===== config.mk =====
export PLATFORM = sky130hd
export DESIGN_NAME = mem_bridge
export DESIGN_NICKNAME = d
export VERILOG_FILES = /design/src/rtl/mem_bridge_pkg.sv /design/src/rtl/mem_bridge.sv
export SDC_FILE = /design/constraint.sdc
export NUM_CORES = 1
export LEC_CHECK = 0
export CAP_MARGIN = 20
export CORE_ASPECT_RATIO = 1.4
export CORE_MARGIN = 2
export CORE_UTILIZATION = 49
export CTS_CLUSTER_SIZE = 8
export DETAILED_ROUTE_END_ITERATION = 7
export GPL_ROUTABILITY_DRIVEN = 0
export HOLD_SLACK_MARGIN = 0.03
export MAX_ROUTING_LAYER = met4
export PLACE_DENSITY = 0.77
export SYNTH_ARGS = -nofsm -noshare
export SYNTH_HDL_FRONTEND = slang
export SYNTH_SLANG_ARGS = --single-unit

===== constraint.sdc =====
create_clock -name clk -period 2.7 [get_ports clk]
set_input_delay 0.27 -clock clk [delete_from_list [all_inputs] [get_ports clk]]
set_output_delay 0.27 -clock clk [all_outputs]
set_load 0.1 [all_outputs]

===== src/rtl/mem_bridge_pkg.sv =====
// Shared types and constants for the core-to-external-bus memory bridge.
package mem_bridge_pkg;

    localparam int unsigned ADDR_W = 16;
    localparam int unsigned DATA_W = 16;
    localparam int unsigned BUS_W  = 8;

    typedef enum logic [2:0] {
        IDLE,
        ADH,
        ADL,
        DATA0,
        DATA1,
        DONE
    } state_t;

    typedef enum logic [1:0] {
        FETCH,
        READ,
        WRITE
    } kind_t;

    // ext_ale bit order is {lo,hi}
    localparam logic [1:0] ALE_HI = 2'b01;
    localparam logic [1:0] ALE_LO = 2'b10;

    typedef struct packed {
        kind_t               kind;
        logic [ADDR_W-1:0]   baddr;
        logic [1:0]          lanes;
        logic [DATA_W-1:0]   wdata;
        logic                io;
    } req_t;

    // Only a lone high lane starts on the odd byte; everything else starts even.
    function automatic logic [ADDR_W-1:0] byte_addr(input logic [ADDR_W-2:0] a,
                                                    input logic [1:0]        lanes);
        return {a, (lanes == 2'b10)};
    endfunction

endpackage


===== src/rtl/mem_bridge.sv =====
// Responder for core fetch/read/write requests, run as byte transfers on an
// 8-bit multiplexed address/data bus. One request in flight at a time.
module mem_bridge
    import mem_bridge_pkg::*;
#(
    parameter int unsigned RV          = 16,
    parameter int unsigned VA          = 16,
    parameter int unsigned WAIT_CYCLES = 0
) (
    input  logic          clk,
    input  logic          reset,
    input  logic [VA-1:1] pc,
    input  logic          ifetch,
    input  logic [VA-1:1] addr,
    input  logic [1:0]    rstrobe,
    input  logic [1:0]    wmask,
    input  logic [RV-1:0] wdata,
    input  logic          io_access,
    output logic          idone,
    output logic          rdone,
    output logic          wdone,
    output logic [RV-1:0] rdata,
    output logic [7:0]    ext_ad_out,
    input  logic [7:0]    ext_ad_in,
    output logic          ext_ad_oe,
    output logic [1:0]    ext_ale,
    output logic          ext_rd,
    output logic          ext_wr,
    output logic          ext_io,
    input  logic          ext_ready
);

    localparam logic [3:0] WAIT_INIT = 4'(WAIT_CYCLES);

    state_t     state_q, state_d;
    req_t       req_q, req_d;
    logic [3:0] wait_q, wait_d;
    logic [7:0] lo_byte_q;
    logic       data_exit_c;
    logic       two_phase_c;

    logic       idone_d, rdone_d, wdone_d;
    logic [7:0] ad_out_d;
    logic       ad_oe_d, rd_d, wr_d, io_d;
    logic [1:0] ale_d;

    assign two_phase_c = (req_q.lanes == 2'b11);
    assign data_exit_c = ((state_q == DATA0) || (state_q == DATA1)) &&
                         (wait_q == 4'd0) && ext_ready;

    // Next state, request arbitration and wait counting
    always_comb begin
        state_d = state_q;
        req_d   = req_q;
        wait_d  = wait_q;
        case (state_q)
            IDLE: begin
                if (|wmask) begin
                    req_d.kind  = WRITE;
                    req_d.baddr = byte_addr(addr, wmask);
                    req_d.lanes = wmask;
                    req_d.wdata = wdata;
                    req_d.io    = io_access;
                    state_d     = ADH;
                end else if (|rstrobe) begin
                    req_d.kind  = READ;
                    req_d.baddr = byte_addr(addr, rstrobe);
                    req_d.lanes = rstrobe;
                    req_d.wdata = wdata;
                    req_d.io    = io_access;
                    state_d     = ADH;
                end else if (ifetch) begin
                    req_d.kind  = FETCH;
                    req_d.baddr = byte_addr(pc, 2'b11);
                    req_d.lanes = 2'b11;
                    req_d.wdata = wdata;
                    req_d.io    = 1'b0;
                    state_d     = ADH;
                end
            end
            ADH: state_d = ADL;
            ADL: begin
                state_d = DATA0;
                wait_d  = WAIT_INIT;
            end
            DATA0, DATA1: begin
                if (wait_q != 4'd0) begin
                    wait_d = wait_q - 4'd1;
                end else if (ext_ready) begin
                    state_d = (state_q == DATA0 && two_phase_c) ? DATA1 : DONE;
                    wait_d  = WAIT_INIT;
                end
            end
            DONE:    state_d = IDLE;
            default: state_d = IDLE;
        endcase
    end

    // Bus and done values for the state being entered, so outputs come straight off flops
    always_comb begin
        idone_d  = 1'b0;
        rdone_d  = 1'b0;
        wdone_d  = 1'b0;
        ad_out_d = 8'h00;
        ad_oe_d  = 1'b0;
        ale_d    = 2'b00;
        rd_d     = 1'b0;
        wr_d     = 1'b0;
        io_d     = 1'b0;
        case (state_d)
            ADH: begin
                ad_out_d = req_d.baddr[15:8];
                ale_d    = ALE_HI;
                ad_oe_d  = 1'b1;
                io_d     = req_d.io;
            end
            ADL: begin
                ad_out_d = req_d.baddr[7:0];
                ale_d    = ALE_LO;
                ad_oe_d  = 1'b1;
                io_d     = req_d.io;
            end
            DATA0, DATA1: begin
                io_d = req_d.io;
                if (req_d.kind == WRITE) begin
                    wr_d    = 1'b1;
                    ad_oe_d = 1'b1;
                    if (state_d == DATA1 || req_d.lanes == 2'b10) begin
                        ad_out_d = req_d.wdata[15:8];
                    end else begin
                        ad_out_d = req_d.wdata[7:0];
                    end
                end else begin
                    rd_d = 1'b1;
                end
            end
            DONE: begin
                io_d    = req_d.io;
                idone_d = (req_d.kind == FETCH);
                rdone_d = (req_d.kind == READ);
                wdone_d = (req_d.kind == WRITE);
            end
            default: ;
        endcase
    end

    always_ff @(posedge clk) begin
        if (reset) begin
            state_q <= IDLE;
            wait_q  <= 4'd0;
        end else begin
            state_q <= state_d;
            wait_q  <= wait_d;
        end
    end

    always_ff @(posedge clk) begin
        if (reset) begin
            req_q <= '0;
        end else begin
            req_q <= req_d;
        end
    end

    // Read byte assembly; a single byte is replicated into both halves
    always_ff @(posedge clk) begin
        if (reset) begin
            rdata     <= '0;
            lo_byte_q <= 8'h00;
        end else if (data_exit_c && req_q.kind != WRITE) begin
            if (state_q == DATA0 && two_phase_c) begin
                lo_byte_q <= ext_ad_in;
            end else if (state_q == DATA0) begin
                rdata <= {ext_ad_in, ext_ad_in};
            end else begin
                rdata <= {ext_ad_in, lo_byte_q};
            end
        end
    end

    always_ff @(posedge clk) begin
        if (reset) begin
            idone      <= 1'b0;
            rdone      <= 1'b0;
            wdone      <= 1'b0;
            ext_ad_out <= 8'h00;
            ext_ad_oe  <= 1'b0;
            ext_ale    <= 2'b00;
            ext_rd     <= 1'b0;
            ext_wr     <= 1'b0;
            ext_io     <= 1'b0;
        end else begin
            idone      <= idone_d;
            rdone      <= rdone_d;
            wdone      <= wdone_d;
            ext_ad_out <= ad_out_d;
            ext_ad_oe  <= ad_oe_d;
            ext_ale    <= ale_d;
            ext_rd     <= rd_d;
            ext_wr     <= wr_d;
            ext_io     <= io_d;
        end
    end

endmodule

==> results.sh <==
export IMPL_synth_common_cells="nor2_1, dfxtp_1, mux2i_1"
export IMPL_synth_top_family_by_area="simple AND/OR/NAND/NOR gates"
export IMPL_grt_pass1_wl_mm=15.22
export IMPL_hold_buffers=0
export IMPL_insertion_delay_ns=0.35
export IMPL_synthTopCellsByArea="dfxtp_1, mux2i_1, nor2_1"
export IMPL_num_vias=3354
export IMPL_synth_mux_area_frac=0.1493
export IMPL_cp_max_fo=11
export IMPL_finalCritPeriodShare=0.8715
export IMPL_drive_gt1_frac=0.1846
export IMPL_hp_class="in -> reg"
export IMPL_yosysTopAreaCell="dfxtp_1"
export IMPL_hold_end="req_q[33]"
export IMPL_use_met2=0.3834
export IMPL_numCtsBuffers=9
export IMPL_core_mm2=0.007655
export IMPL_die_w_um=78.72
export IMPL_rsz0062_at_grt="false"
export IMPL_grt_max_degree=50
export IMPL_dp_slack_ns=0.1012
export IMPL_grt_use_met3=0.03840
export IMPL_totalPowerFinal_mw=3.225
export IMPL_grt_use_total=0.2303
export IMPL_top_usage_layer="met2"
export IMPL_startpoint_type="register"
export IMPL_dieArea_mm2=0.008549
export IMPL_clockBufferDepth=2
export IMPL_antenna_cells=0
export IMPL_crit_type="reg -> reg"
export IMPL_max_freq_mhz=425.0
export IMPL_die_h_um=108.6
export IMPL_start_util=0.5003
export IMPL_rr_worst_depth=7
export IMPL_power_leakage_nw=2.021
export IMPL_syn_area_mm2=0.003830
export IMPL_reg2reg_slack_ns=0.35
export IMPL_worst_slew_pin_slew_ns=0.5695
export IMPL_port_buffers=95
export IMPL_rows=38
export IMPL_async_reset_ff_frac=0
export IMPL_met1_usage=0.2643
export IMPL_routed_wl_mm=9.248
export IMPL_setup_ws_ns=0.3469
export IMPL_synth_edf_count=0
export IMPL_netlist_area_leader_share=0.4443
export IMPL_rr_startpoint="state_q[2]"
export IMPL_slew_headroom=0.6174
export IMPL_path_cells="or3b_4 -> o21ai_0 -> a221oi_2 -> buf_4 -> and2_1 -> nor2_2 -> o22ai_1"
export IMPL_yosys_warnings=0
export IMPL_vias_per_cell=5.410
export IMPL_cpMaxStageDelayCell="dfxtp_1"
export IMPL_fin_crit_ns=2.353
export IMPL_end_kind="register"
export IMPL_postRouteAntennaNets=0
export IMPL_maxSlewViolCount=0
export IMPL_syn_to_final_growth_pct=29.86
export IMPL_fin_setup_tns_ns=0
export IMPL_cp_arrival_ns=2.57
export IMPL_p_per_area_mw_per_mm2=648.4
export IMPL_status="finished clean"
export IMPL_grt_antenna_before_repair=0
export IMPL_drv_cap=0
export IMPL_seq_area_frac_synth=0.4443
export IMPL_io_pins=96
export IMPL_synth_cells=423
export IMPL_synth_compound_area_frac=0.1630
export IMPL_cts_tree="yes"
export IMPL_max_stage_delay_ns=0.53
export IMPL_cts_htree_levels=3
export IMPL_drt_iter0_drc=283
export IMPL_wl_per_cell_um=14.92
export IMPL_irDropWorstVdd_mv=0.3327
export IMPL_overflow=0
export IMPL_synth_seq_cells=85
export IMPL_synth_adder_area_share=0.003267
export IMPL_nets=579
export IMPL_dr_pass1_iters=4
export IMPL_synth_simple_area_share=0.1941
export IMPL_grt_pass1_vias=3274
export IMPL_yosysMostFrequentCell="nor2_1"
export IMPL_dpl_hpwl_mm=6.938
export IMPL_r2r_end="ext_ad_out[1]"
export IMPL_drc=0
export IMPL_cts_root_buf="clkbuf_8"
export IMPL_min_delay_start="reset"
export IMPL_cts_sinks=85
export IMPL_fin_skew_ns=0.01859
export IMPL_setup_viol=0
export IMPL_syn_nets=487
export IMPL_synth_avg_cell_area_um2=9.054
export IMPL_synth_cell_type_count=45
export IMPL_clk_pin_slew_ns=0.10
export IMPL_cts_resized=0
export IMPL_whs_ns=0.3472
export IMPL_cts_post_setup_buffers_inserted=0
export IMPL_hold_depth=2
export IMPL_synth_flop_cell="dfxtp_1"
export IMPL_required_ns=2.91
export IMPL_hold_viol_final=0
export IMPL_synth_xor_area_share=0
## final cells by class
| type | count | area [um2] |
|---|---|---|
| inverters | 7 | 26.28 |
| well taps | 100 | 125.1 |
| clock buffers | 11 | 151.4 |
| multi-input cells | 303 | 1958 |
| fillers | 682 | 2681 |
| repair buffers | 109 | 968.4 |
| flip-flops and latches | 85 | 1702 |
| clock inverters | 5 | 42.54 |
## metal layers
layer | vias to the layer above | wire length (um)
met5 | - | 0
met2 | 127 | 4566
met3 | 28 | 530
met1 | 1540 | 3792
li1 | 1659 | -
met4 | 0 | 358
## critical path, delay by kind of cell (launching register included)
family	cells	cell delay [ns]
simple gates	3	0.96
compound gates	3	0.58
flops	1	0.53
buf+inv	1	0.16
## worst max path at each step
| stage | startpoint | end | slack, ns | depth (start not counted) |
|---|---|---|---|---|
| 2_1_floorplan | ifetch | ext_ad_out[0] | 0.66 | 7 |
| 3_3_place_gp | ifetch | ext_ad_out[4] | 0.17 | 8 |
| 3_5_place_dp | ifetch | ext_ad_out[3] | 0.10 | 8 |
| 4_1_cts | state_q[2] | ext_ad_out[1] | 0.36 | 7 |
| 5_1_grt | state_q[2] | ext_ad_out[0] | 0.18 | 7 |
| 6_report | state_q[2] | ext_ad_out[1] | 0.35 | 7 |
## layout by cell type (no fill, tap or decap), drive strengths merged, types with 2 or more instances in the layout
cell type	instances
nor3	11
nor2	96
nand2	16
a211oi	15
a21o	2
clkbuf	11
nor4	2
inv	8
or2	3
o21ai	24
o22ai	7
clkinv	3
mux2i	47
a21oi	27
or3	4
buf	48
nor2b	5
nand2b	3
o211a	2
a211o	2
mux2	9
clkdlybuf4s50	61
nand3b	9
dfxtp	85
a2bb2oi	3
and2	2
## where the power goes
group / switching (mW) / leakage, nW / internal [mW]
clock: 0.455 / 0.0961 / 0.393
combinational: 0.613 / 1.23 / 0.351
sequential: 0.0537 / 0.695 / 1.36
## per-stage QoR
stage	cells	util	cell area, um2
after CTS	620	0.6497	4974
after detailed placement	604	0.6244	4780
final	620	0.6497	4974
after global placement	604	0.6244	4780
after floorplan	423	-	3830
after global routing	620	0.6497	4974
## cell families (layout without fill, tap and decap cells)
| family | after synthesis | count (layout) |
|---|---|---|
| simple gates | 158 | 158 |
| compound gates | 88 | 88 |
| flops | 85 | 85 |
| mux | 56 | 56 |
| buf+inv | 35 | 132 |
| fa+ha+maj | 1 | 1 |
## flip-flops by register name, indices dropped and copies added, names as in the netlist, 2 cells and up
| register | count |
|---|---|
| req_q | 37 |
| rdata | 16 |
| ext_ad_out | 8 |
| lo_byte_q | 8 |
| wait_q | 4 |
| state_q | 3 |
| ext_ale | 2 |
Power figures use the tool's default switching activity.
